**src/rtl/int_cond_pkg.sv**
```systemverilog
// Shared constants and types for the IRQ source conditioner: register offsets, line modes,
// APB FSM states and the word-count helper.
package int_cond_pkg;

  localparam int unsigned OFF_TYPE = 32'h000;
  localparam int unsigned OFF_POL  = 32'h020;
  localparam int unsigned OFF_PEND = 32'h040;
  localparam int unsigned OFF_CLR  = 32'h060;

  typedef enum logic {MODE_LEVEL = 1'b0, MODE_EDGE = 1'b1} mode_e;

  typedef enum logic {ST_IDLE = 1'b0, ST_RESP = 1'b1} apb_state_e;

  function automatic int WORDS(input int n);
    return (n + 31) / 32;
  endfunction

endpackage

```
**src/rtl/int_cond_line.sv**
```systemverilog
// One IRQ line: synchroniser chain, one-cycle-delayed copy and polarity-selected edge detect.
// Latency: sync_o follows irq_i by SYNC_STAGES cycles; edge_o is combinational on the flops.
module int_cond_line #(
  parameter int SYNC_STAGES = 2
) (
  input  logic clk_apb,
  input  logic rst_apb_n,
  input  logic irq_i,
  input  logic pol_i,
  output logic sync_o,
  output logic edge_o
);

  logic [SYNC_STAGES-1:0] sync_q;
  logic                   prev_q;

  always_ff @(posedge clk_apb) begin
    if (!rst_apb_n) begin
      sync_q <= '0;
      prev_q <= 1'b0;
    end else begin
      sync_q <= {sync_q[SYNC_STAGES-2:0], irq_i};
      prev_q <= sync_q[SYNC_STAGES-1];
    end
  end

  assign sync_o = sync_q[SYNC_STAGES-1];
  // Detection works on the raw synchronised level, so reprogramming pol_i never fakes an edge.
  assign edge_o = pol_i ? (prev_q & ~sync_o) : (sync_o & ~prev_q);

endmodule

```
**src/rtl/int_source_conditioner.sv**
```systemverilog
// IRQ source conditioner: per-line level pass-through or sticky edge capture, programmed over APB.
// Latency: level SYNC_STAGES+1, edge SYNC_STAGES+2 cycles; APB always answers with one wait state.
module int_source_conditioner
  import int_cond_pkg::*;
#(
  parameter int NUM_SOURCES = 64,
  parameter int SYNC_STAGES = 2,
  parameter int APB_DW      = 32,
  parameter int APB_AW      = 12
) (
  input  logic                   clk_apb,
  input  logic                   rst_apb_n,
  input  logic [NUM_SOURCES-1:0] irq_in,
  output logic [NUM_SOURCES-1:0] int_raw,
  input  logic [APB_AW-1:0]      paddr,
  input  logic                   pwrite,
  input  logic [APB_DW-1:0]      pwdata,
  input  logic                   psel,
  input  logic                   penable,
  output logic [APB_DW-1:0]      prdata,
  output logic                   pready,
  output logic                   pslverr
);

  localparam int NW   = WORDS(NUM_SOURCES);
  localparam int WU_W = $clog2(SYNC_STAGES + 2);
  localparam logic [WU_W-1:0] WU_INIT = WU_W'(SYNC_STAGES + 1);

  localparam logic [APB_AW-1:0] A_TYPE = APB_AW'(OFF_TYPE);
  localparam logic [APB_AW-1:0] A_POL  = APB_AW'(OFF_POL);
  localparam logic [APB_AW-1:0] A_PEND = APB_AW'(OFF_PEND);
  localparam logic [APB_AW-1:0] A_CLR  = APB_AW'(OFF_CLR);

  logic [NUM_SOURCES-1:0] s, edge_det;
  logic [NUM_SOURCES-1:0] type_q, type_d, pol_q, pol_d, pend_q, pend_d;
  logic [NUM_SOURCES-1:0] int_raw_q, int_raw_d;
  logic [NUM_SOURCES-1:0] wmask, wval, clr, rsrc;
  logic [WU_W-1:0]        wu_q;
  logic                   warm_done;

  apb_state_e        state_q;
  logic              hold_q, pready_q, pslverr_q;
  logic [APB_DW-1:0] prdata_q, rdata_d;

  logic [2:0]        word;
  logic [APB_AW-6:0] grp;
  logic              hit_type, hit_pol, hit_pend, hit_clr;
  logic              addr_err, access, wr_ok;

  for (genvar g = 0; g < NUM_SOURCES; g++) begin : g_line
    int_cond_line #(.SYNC_STAGES(SYNC_STAGES)) u_line (
      .clk_apb  (clk_apb),
      .rst_apb_n(rst_apb_n),
      .irq_i    (irq_in[g]),
      .pol_i    (pol_q[g]),
      .sync_o   (s[g]),
      .edge_o   (edge_det[g])
    );
  end

  assign word     = paddr[4:2];
  assign grp      = paddr[APB_AW-1:5];
  assign hit_type = (grp == A_TYPE[APB_AW-1:5]);
  assign hit_pol  = (grp == A_POL[APB_AW-1:5]);
  assign hit_pend = (grp == A_PEND[APB_AW-1:5]);
  assign hit_clr  = (grp == A_CLR[APB_AW-1:5]);

  assign addr_err = (paddr[1:0] != 2'b00) || (int'(word) >= NW)
                  || !(hit_type || hit_pol || hit_pend || hit_clr)
                  || (pwrite && hit_pend);
  // hold_q blocks a second acceptance of the same transfer while penable stays high.
  assign access    = (state_q == ST_IDLE) && psel && penable && !hold_q;
  assign wr_ok     = access && pwrite && !addr_err;
  assign warm_done = (wu_q == '0);

  always_comb begin
    wmask   = '0;
    wval    = '0;
    rdata_d = '0;
    rsrc    = hit_type ? type_q : hit_pol ? pol_q : hit_pend ? pend_q : '0;
    for (int b = 0; b < NUM_SOURCES; b++) begin
      if (b / 32 == int'(word)) begin
        wmask[b]          = 1'b1;
        wval[b]           = pwdata[b % 32];
        rdata_d[b % 32]   = rsrc[b];
      end
    end

    type_d = type_q;
    pol_d  = pol_q;
    clr    = '0;
    if (wr_ok) begin
      if (hit_type) type_d = (type_q & ~wmask) | (wval & wmask);
      if (hit_pol)  pol_d  = (pol_q & ~wmask) | (wval & wmask);
      if (hit_clr)  clr    = wval & wmask;
    end

    // Set beats clear; masking with type_d drops PEND on any bit moving to level mode.
    pend_d = ((pend_q & ~clr) | (edge_det & type_q & {NUM_SOURCES{warm_done}})) & type_d;

    int_raw_d = '0;
    for (int b = 0; b < NUM_SOURCES; b++) begin
      int_raw_d[b] = (mode_e'(type_q[b]) == MODE_EDGE) ? pend_q[b] : (s[b] ^ pol_q[b]);
    end
  end

  always_ff @(posedge clk_apb) begin
    if (!rst_apb_n) begin
      type_q    <= '0;
      pol_q     <= '0;
      pend_q    <= '0;
      int_raw_q <= '0;
      wu_q      <= WU_INIT;
    end else begin
      type_q    <= type_d;
      pol_q     <= pol_d;
      pend_q    <= pend_d;
      int_raw_q <= int_raw_d;
      wu_q      <= warm_done ? wu_q : wu_q - 1'b1;
    end
  end

  always_ff @(posedge clk_apb) begin
    if (!rst_apb_n) begin
      state_q   <= ST_IDLE;
      hold_q    <= 1'b0;
      pready_q  <= 1'b0;
      pslverr_q <= 1'b0;
      prdata_q  <= '0;
    end else begin
      if (!penable) hold_q <= 1'b0;
      case (state_q)
        ST_IDLE: begin
          if (access) begin
            state_q   <= ST_RESP;
            hold_q    <= 1'b1;
            pready_q  <= 1'b1;
            pslverr_q <= addr_err;
            prdata_q  <= (addr_err || pwrite) ? '0 : rdata_d;
          end
        end
        ST_RESP: begin
          state_q   <= ST_IDLE;
          pready_q  <= 1'b0;
          pslverr_q <= 1'b0;
          prdata_q  <= '0;
        end
        default: state_q <= ST_IDLE;
      endcase
    end
  end

  assign int_raw = int_raw_q;
  assign prdata  = prdata_q;
  assign pready  = pready_q;
  assign pslverr = pslverr_q;

endmodule

```
**config.mk**
```make
export PLATFORM = sky130hd
export DESIGN_NAME = int_source_conditioner
export DESIGN_NICKNAME = d
export VERILOG_FILES = /design/src/rtl/int_cond_pkg.sv /design/src/rtl/int_cond_line.sv /design/src/rtl/int_source_conditioner.sv
export SDC_FILE = /design/constraint.sdc
export NUM_CORES = 1
export LEC_CHECK = 0
export ABC_CLOCK_PERIOD_IN_PS = 1900
export CORE_AREA = 2 2 294 296
export CTS_BUF_LIST = sky130_fd_sc_hd__clkbuf_16
export CTS_CLUSTER_DIAMETER = 60
export DETAILED_ROUTE_END_ITERATION = 10
export DIE_AREA = 0 0 296 298
export PLACE_DENSITY = 0.45
export SYNTH_ARGS = -nofsm -noshare
export SYNTH_HDL_FRONTEND = slang
export SYNTH_HIERARCHICAL = 1
export SYNTH_SLANG_ARGS = --single-unit
export TNS_END_PERCENT = 20
```
**constraint.sdc**
```tcl
create_clock -name clk_apb -period 1.9 [get_ports clk_apb]
set_clock_uncertainty 0.15 [all_clocks]
set_input_delay 0.285 -clock clk_apb [delete_from_list [all_inputs] [get_ports clk_apb]]
set_output_delay 0.285 -clock clk_apb [all_outputs]
set_load 0.005 [all_outputs]
```
[Yosys cells after proc, flatten, opt, wreduce, memory -nomap -nowiden]
Cells that the tools add are included.
Storage, ports and cells
  flip-flop bits (word level): 486
  input bits: 113
  output and inout bits: 98
  logic and storage cells: 776
Cells by class
  add/sub/neg operators: 1
  order comparisons: 1
  equality and inequality tests: 5
  multiplexer cells: 277
  bitwise logic cells: 333
  reductions and logical operators: 21
Operator list (number)
  bitwise AND 64 bit: 7
  2-to-1 mux 64 bit: 7
  2-to-1 mux 1 bit: 264
  bitwise OR 64 bit: 3
  NOT 1 bit: 129
  bitwise AND 1 bit: 128
  NOT 64 bit: 2
  2-to-1 mux 32 bit: 2
  case mux 32 bit (2 select lines): 1
  XOR 1 bit: 64
  equality test 7 x 2 -> 1 bit (second input constant): 2
  equality test 7 x 1 -> 1 bit (second input constant): 1
  logical NOT 7 bit: 1
  logical OR 1 bit: 7
  logical AND 1 bit: 6
  case mux 1 bit (2 select lines): 3
  equality test 2 x 3 -> 1 bit (first input constant): 1
  greater-or-equal comparator 3 x 2 -> 1 bit (second input constant): 1
  logical NOT 1 bit: 3
  logical NOT 3 bit: 1
  logical NOT 2 bit: 1
  != test 2 bit (second input constant): 1
  AND reduction 2 bit: 1
  nonzero test 2 bit: 1
  subtractor 2 x 1 -> 2 bit (second input constant): 1

[Depth between registers and ports, before layout]
Gate-level depths: netlist of run 1.
  word-level depth: 14
  depth in mapped cells: 8
  mapped depth without buffers: 6

[Hierarchy]
Netlist of run 1, hierarchy kept.
Modules (own cells, without submodules)
  int_source_conditioner: times used 1, cells each 1795, area each 14569.0 µm², sequential area each 5885.6 µm²
  int_cond_line: times used 64, cells each 9, area each 101.3 µm², sequential area each 60.1 µm²

[Worst setup path before layout of run 1]
OpenSTA, ideal clock, no wires.
  kind: input-to-reg
  from: input paddr[9]
  to: register pend_q[0]
  setup time: 0.131 ns
  arrival time: 1.632 ns
  required time: 1.619 ns
  slack: -0.013 ns
  cell stages on the path: 8
  path buffers: 4
  cell sequence: clkbuf_1 > nor4b_2 > nand4_1 > buf_2 > buf_2 > clkbuf_1 > o211ai_1 > a22oi_1
On the way
  cells in the longest elaborated chain, start to end: 14
  elaborated cells between the ends (all ways): 21
  those cells by class: eq/ne: 3; mux: 4; bitwise: 4; reduce/logical: 10
RTL lines
  start, declared: RTL line int_source_conditioner.sv:15  | input logic [APB_AW-1:0] paddr,
  equality test 7 x 1 -> 1 bit or logical NOT 7 bit (tied branches): RTL line int_source_conditioner.sv:64, int_source_conditioner.sv:63
  logical OR 1 bit (3 in a row): RTL line int_source_conditioner.sv:69  | || !(hit_type || hit_pol || hit_pend || hit_clr)
  logical NOT 1 bit: RTL line int_source_conditioner.sv:69
  logical OR 1 bit: RTL line int_source_conditioner.sv:69
  logical OR 1 bit: RTL line int_source_conditioner.sv:70  | || (pwrite && hit_pend);
  logical NOT 1 bit: RTL line int_source_conditioner.sv:73  | assign wr_ok = access && pwrite && !addr_err;
  logical AND 1 bit: RTL line int_source_conditioner.sv:73
  2-to-1 mux 64 bit: RTL line int_source_conditioner.sv:92  | if (wr_ok) begin
  NOT 64 bit: RTL line int_source_conditioner.sv:99  | pend_d = ((pend_q & ~clr) | (edge_det & type_q & {NUM_SOURCES{warm_done}})) & type_d;
  bitwise AND 64 bit: RTL line int_source_conditioner.sv:99
  bitwise OR 64 bit: RTL line int_source_conditioner.sv:99
  bitwise AND 64 bit *: RTL line int_source_conditioner.sv:99
  end signal, assigned: RTL line int_source_conditioner.sv:117  | pend_q <= pend_d;
  end, declared: RTL line int_source_conditioner.sv:35  | logic [NUM_SOURCES-1:0] type_q, type_d, pol_q, pol_d, pend_q, pend_d;
Every way passes the cells marked *; elsewhere a longest branch is shown, timed or not.
A chain may end at the register's enable or synchronous reset.

[Worst setup path after layout of run 1]
  from: register hold_q
  to: register pend_q[13]
On the way
  cells in the longest elaborated chain, start to end: 9
  elaborated cells between the ends (all ways): 10
  those cells by class: mux: 2; bitwise: 4; reduce/logical: 4
RTL lines
  start, declared: RTL line int_source_conditioner.sv:42  | logic hold_q, pready_q, pslverr_q;
  start signal, assigned: RTL line int_source_conditioner.sv:126  | hold_q <= 1'b0;
  start signal, assigned: RTL line int_source_conditioner.sv:131  | if (!penable) hold_q <= 1'b0;
  start signal, assigned: RTL line int_source_conditioner.sv:136  | hold_q <= 1'b1;
  logical NOT 1 bit *: RTL line int_source_conditioner.sv:72  | assign access = (state_q == ST_IDLE) && psel && penable && !hold_q;
  logical AND 1 bit *: RTL line int_source_conditioner.sv:72
  logical AND 1 bit * (2 in a row): RTL line int_source_conditioner.sv:73
  2-to-1 mux 64 bit: RTL line int_source_conditioner.sv:92
  NOT 64 bit: RTL line int_source_conditioner.sv:99
  bitwise AND 64 bit: RTL line int_source_conditioner.sv:99
  bitwise OR 64 bit: RTL line int_source_conditioner.sv:99
  bitwise AND 64 bit *: RTL line int_source_conditioner.sv:99
Marked as above.

==> impl_metrics.env, run 1 <==
export IMPL_status="finished with violations"
export IMPL_violations="negative setup slack"
export IMPL_intPower_uw=17290
export IMPL_grt_max_degree=111
export IMPL_cts_max_path_buffers=3
export IMPL_wl_met2_mm=34.29
export IMPL_clk_latency_ps=630
export IMPL_wl_met1_mm=38.66
export IMPL_avgSynthCellArea_sq_um=8.880
export IMPL_drt_iter0_drc=1516
export IMPL_path_class="reg -> reg"
export IMPL_swShare_pct=25.26
export IMPL_crit_fanout=11
export IMPL_start_kind="register"
export IMPL_initial_core_util_pct=24.81
export IMPL_power_density_nw_per_um2=825.1
export IMPL_yosysSeqAreaShare_pct=46.21
export IMPL_synth_top_area_share_pct=46.21
export IMPL_crit_path_end_kind="register"
export IMPL_fmaxAchievable_ghz=0.4681
export IMPL_drt_pass1_iterations=5
export IMPL_wl_per_cell_um=20.81
export IMPL_synthArstFlopShare_pct=0
export IMPL_yosys_area_share_adder_pct=0.05942
export IMPL_layout_setup_ws_ps=-236.3
export IMPL_syn_area_sq_um=21060
export IMPL_die_w_um=296
export IMPL_p_clk_share_pct=46.2
export IMPL_synth_distinct_cells=50
export IMPL_grt_pass1_vias=18250
export IMPL_ios=211
export IMPL_p_comb_share_pct=8.2
export IMPL_area_growth_pct=33.14
export IMPL_syn_nets=2485
export IMPL_final_common_cell="dfxtp_1"
export IMPL_cts_tree="done"
export IMPL_synth_area_top_cells="dfxtp_1 (46%), and2_1 (7.7%), nand2_1 (5.2%), o21ai_0 (4.6%), o22ai_2 (3.8%)"
export IMPL_gp_congestion=0.8328
export IMPL_core_area_sq_um=84880
export IMPL_rsz0062_at_grt="true"
export IMPL_cts_clk_slew_worst_paths_ps=60
export IMPL_synth_edf_count=0
export IMPL_rows=107
export IMPL_avgViaCountPerCell=4.927
export IMPL_dpl_cell_area_sq_um=25770
export IMPL_io_buffers=210
export IMPL_fillers=8820
export IMPL_dp_slack_ps=-728.5
export IMPL_cap_violations=0
export IMPL_hp_class="in -> reg"
export IMPL_synthMuxAreaShare_pct=1.587
export IMPL_h_tree_depth=2
export IMPL_syn_inst=2371
export IMPL_crit_arrival_ps=2540
export IMPL_synthXorXnorAreaFrac_pct=2.704
export IMPL_mostFrequentLayoutCells="dfxtp_1 (460), nand2_1 (290), and2_1 (259)"
export IMPL_worst_pin_slew_ps=829.0
export IMPL_cp_required_ps=2300
export IMPL_drive_gt1_share_pct=16.00
export IMPL_switching_power_uw=5842
export IMPL_fin_nets=2784
export IMPL_slew_viol_final=0
export IMPL_grt_usage_pct=17.64
export IMPL_place_hpwl_mm=53.43
export IMPL_top_layer="met4"
export IMPL_cts_sinks=486
export IMPL_ys_warn_count=6
export IMPL_synth_compound_area_share_pct=19.63
export IMPL_leakage_uw=0.01048
export IMPL_fin_crit_ps=2136
export IMPL_slew_headroom_pct=44.74
export IMPL_synth_top_flop_cell="dfxtp_1"
export IMPL_yosys_register_bits=486
export IMPL_antenna_found_initial=4
export IMPL_vias=19030
export IMPL_finalHoldViolations=0
export IMPL_drc=0
export IMPL_grt_pass1_wl_mm=118.9
export IMPL_met3_length_mm=5.634
export IMPL_gr_total_overflow=0
export IMPL_drt_wl_total_mm=80.41
export IMPL_finalSetupViolCount=189
export IMPL_synth_top_family_by_area="simple AND/OR/NAND/NOR gates"
export IMPL_die_area_sq_um=88210
export IMPL_peakVddDrop_mv=0.5792
export IMPL_stdcell_area_sq_um=28030
export IMPL_ant_nets=0
export IMPL_die_h_um=298
export IMPL_pwr_share_seq_pct=45.5
export IMPL_synth_top_cell_by_area="dfxtp_1"
export IMPL_period_share_pct=112.4
export IMPL_yosys_area_share_simple_pct=26.02
export IMPL_cts_made_buffers=58
export IMPL_cts_root_buf="clkbuf_16"
[final cells by class]
class | count | area (sq um) | area share, %
clock inverters | 49 | 337.8 | 1.205
flip-flops and latches | 486 | 9787 | 34.91
multi-input cells | 1679 | 10750 | 38.34
well taps | 1144 | 1431 | 5.106
inverters | 34 | 127.6 | 0.4553
clock buffers | 59 | 1476 | 5.267
diodes | 1 | 2.502 | 0.008927
repair buffers | 411 | 4121 | 14.70
[logic make-up (layout without fill, tap and decap cells)]
kind of cell,count (synthesis),count (layout)
and+or+nand+nor,997,997
AOI/OAI and AO/OA,583,583
DFF,486,486
buffers and inverters,206,553
xor gates and xnor gates,65,65
muxes,33,33
adders and majority gates,1,1
other,0,1
[power by group through the flow]
stage          Combinational [uW]  Clock (uW)  Sequential [uW]
2_1_floorplan                 758           0            10700
3_3_place_gp                 1910           0            10800
3_5_place_dp                 1910           0            10800
4_1_cts                      1910       11000            10500
5_1_grt                      2040       11400            10500
6_report                     1910       10700            10500
[through the flow]
step | std cells | setup TNS, ps | utilization [%] | hold slack [ps] | total power [uW]
5_1_grt | 3862 | -40070 | 33.02 | 42.22 | 24000
4_1_cts | 3857 | -16040 | 32.85 | 20.90 | 23460
3_5_place_dp | 3741 | -123290 | 30.36 | 269.2 | 12670
2_1_floorplan | 2371 | -256.0 | - | 254.2 | 11480
3_3_place_gp | 3741 | -119580 | 30.36 | 273.0 | 12670
6_report | 3863 | -23790 | 33.03 | 60.49 | 23130
[per-layer routing]
| metal | vias up | GRT usage (%) |
|---|---|---|
| met5 | - | 0 |
| met4 | 0 | 4.594 |
| met3 | 104 | 3.208 |
| met2 | 666 | 25.84 |
| met1 | 9231 | 26.27 |
| li1 | 9033 | - |
[synthesized netlist by cell type, types with 2 or more instances]
cell type,number
dfxtp_1,486
nand2_1,291
and2_1,259
o21ai_0,194
clkbuf_1,147
nand3_1,130
nand2b_1,97
o211ai_1,95
nand4_1,66
a21oi_1,65
or3_1,65
o22ai_2,64
xnor2_1,64
a21boi_0,50
and4_1,35
inv_1,34
a22oi_1,33
a221oi_1,31
mux2i_1,30
nor4_1,30
o2bb2ai_1,30
buf_2,16
a21boi_1,14
buf_1,8
nor2_1,4
mux2_2,3
nor2b_1,3
and3_1,2
nand3b_1,2
nor3_1,2
or2_2,2
[worst max-delay path: stages, from the launching register on]
cell and delay [ps]:
dfxtp_2 340, nor4bb_4 290, buf_4 190, nand4_1 110, buf_8 200, clkbuf_16 200, or3_1 380, a22oi_1 180
[path summary, 6_finish.rpt]
check | from | endpoint | slack [ps] | cells after the start
max | hold_q | pend_q[13] | -240 | 7
min | irq_in[62] | g_line[62].u_line/sync_q[0] | 60 | 2
max reg2reg | hold_q | pend_q[13] | -240 | 7
min reg2reg | g_line[8].u_line/sync_q[0] | g_line[8].u_line/sync_q[1] | 280 | 1
[timing repair]
| action | CTS | global route |
|---|---|---|
| hold buffers | 1 | 0 |
| resized for setup | 178 | 69 |
| setup endpoints to repair | 298 | 228 |
| pin swaps | 30 | 22 |
| gates cloned | 6 | 3 |
| setup buffers | 2 | 2 |
| hold endpoints to repair | 12 | 0 |
Power figures use the tool's default switching activity.
==> run 2: changes to the inputs <==
Settings changed: CORE_AREA 2 2 294 296 to 2 2 209 211, DIE_AREA 0 0 296 298 to 0 0 211 213, PLACE_DENSITY 0.45 to 0.75.
==> impl_metrics.env, run 2 (synthesis results as in run 1) <==
export IMPL_status="finished with violations"
export IMPL_violations="negative setup slack"
export IMPL_grt_pass1_vias=18140
export IMPL_cts_tree="done"
export IMPL_whs_path_depth=2
export IMPL_cts_root_buf="clkbuf_16"
export IMPL_hp_start="irq_in[60]"
export IMPL_cp_num_buf_inv=4
export IMPL_clk_latency_ps=600
export IMPL_cap_violations=0
export IMPL_ant_nets=0
export IMPL_min_to="g_line[60].u_line/sync_q[0]"
export IMPL_cts_max_path_buffers=3
export IMPL_ios=211
export IMPL_die_area_sq_um=44940
export IMPL_fin_crit_ps=2192
export IMPL_crit_slowest_cell="or3_4"
export IMPL_drt_iter0_drc=2213
export IMPL_dpl_cell_area_sq_um=24780
export IMPL_initial_core_util_pct=49.31
export IMPL_layout_setup_ws_ps=-292.0
export IMPL_utilization_pct=63.77
export IMPL_crit_path_end_kind="register"
export IMPL_r2r_slack_ps=-290
export IMPL_rows=76
export IMPL_die_w_um=211
export IMPL_hp_class="in -> reg"
export IMPL_avgViaCountPerCell=5.950
export IMPL_fin_nets=2761
export IMPL_drt_pass1_iterations=5
export IMPL_crit_path_cell_trace="nor4bb_4, buf_4, buf_4, nand3b_1, buf_6, clkbuf_16, or3_4, a21oi_2"
export IMPL_dp_slack_ps=-661.2
export IMPL_worst_pin_slew_ps=565.3
export IMPL_gr_total_overflow=0
export IMPL_p_total_uw=22190
export IMPL_period_share_pct=115.4
export IMPL_drive_gt1_share_pct=16.48
export IMPL_area_growth_pct=29.31
export IMPL_start_kind="register"
export IMPL_peakVddDrop_mv=0.5643
export IMPL_h_tree_depth=2
export IMPL_drt_wl_total_mm=67.76
export IMPL_r2r_end="pend_q[33]"
export IMPL_crit_fanout=7
export IMPL_path_common_cell="buf_4"
export IMPL_crit_family="simple AND/OR/NAND/NOR gates"
export IMPL_rsz0062_at_grt="true"
export IMPL_vias=19290
export IMPL_stdcell_area_sq_um=27230
export IMPL_crit_arrival_ps=2580
export IMPL_reg2regPathDepth=8
export IMPL_place_hpwl_mm=43.36
export IMPL_final_common_cell="dfxtp_1"
export IMPL_antenna_found_initial=8
export IMPL_wl_per_cell_um=20.90
export IMPL_grt_pass1_wl_mm=101.6
export IMPL_die_h_um=213
export IMPL_cp_required_ps=2280
export IMPL_path_class="reg -> reg"
export IMPL_finalSetupViolCount=172
export IMPL_leakage_uw=0.01010
export IMPL_power_density_nw_per_um2=815.0
export IMPL_fmaxAchievable_ghz=0.4562
export IMPL_drc=0
export IMPL_io_buffers=210
export IMPL_mostFrequentLayoutCells="dfxtp_1 (458), nand2_1 (291), and2_1 (259)"
export IMPL_core_area_sq_um=42700
export IMPL_cpPeakStageDelay_ps=380
export IMPL_r2r_start="state_q"
export IMPL_grt_usage_pct=28.68
export IMPL_cts_made_buffers=51
export IMPL_slew_headroom_pct=62.31
export IMPL_finalHoldViolations=0
export IMPL_gp_congestion=0.9141
export IMPL_cts_sinks=486
export IMPL_grt_max_degree=106
export IMPL_cts_clk_slew_worst_paths_ps=60
export IMPL_slew_viol_final=0
==> run 2: stage by stage <==
stage                     instances  setup TNS [ps]  hold slack (ps)
final                          3242          -21310            94.54
after global routing           3242          -35730            98.23
after CTS                      3224          -13540            71.26
after detailed placement       3123         -117900            266.9
after floorplan                2371          -256.0            254.2
after global placement         3123         -106220            266.6
==> run 2: layout make-up <==
cell class                 count  area [sq um]
tap                          546         683.2
multi-input combinational   1679         10960
clock buffer                  53          1326
sequential                   486          9767
timing repair buffer         395          4039
inverter                      34         127.6
antenna                        8         20.02
fill                        3418         15470
clock inverter                41         306.5
==> run 2: report_power, final <==
| part | total (uW) | switching [uW] | internal (uW) |
|---|---|---|---|
| clock network | 9860 | 4160 | 5700 |
| registers | 10500 | 128 | 10400 |
| logic | 1800 | 966 | 837 |
| total | 22200 | 5250 | 16900 |
==> run 2: per-layer routing <==
metal	GRT usage (%)	up-vias	share of wire, %
li1	-	8977	-
met1	40.65	9125	43
met2	42.30	997	43
met3	5.133	190	9.6
met4	13.45	0	4.3
met5	0	-	0
==> run 2: timing repair <==
action                                 4_1_cts  5_1_grt
resized for setup                          114      111
hold buffers                                 1        0
setup buffers                                2        3
setup endpoints to repair                  181      230
gates cloned                                 4        7
endpoints found under the hold margin        3        0
pin swaps                                   54       60
==> run 2: worst max-delay path by stage <==
stage               slack [ps]  startpoint         end  depth (start not counted)
CTS                       -170      hold_q  pend_q[13]                          7
floorplan                  -10    paddr[9]   pend_q[0]                          8
global route              -340     state_q  pend_q[33]                          8
finish                    -290     state_q  pend_q[33]                          8
global placement          -600        psel   pend_q[2]                          7
detailed placement        -660        psel  pend_q[13]                          7
==> run 2: worst register-to-register path: stages (launching register included) <==
cell       delay [ps]
dfxtp_2           340
nor4bb_4          280
buf_4             180
buf_4             120
nand3b_1          170
buf_6             200
clkbuf_16         180
or3_4             380
a21oi_2           150
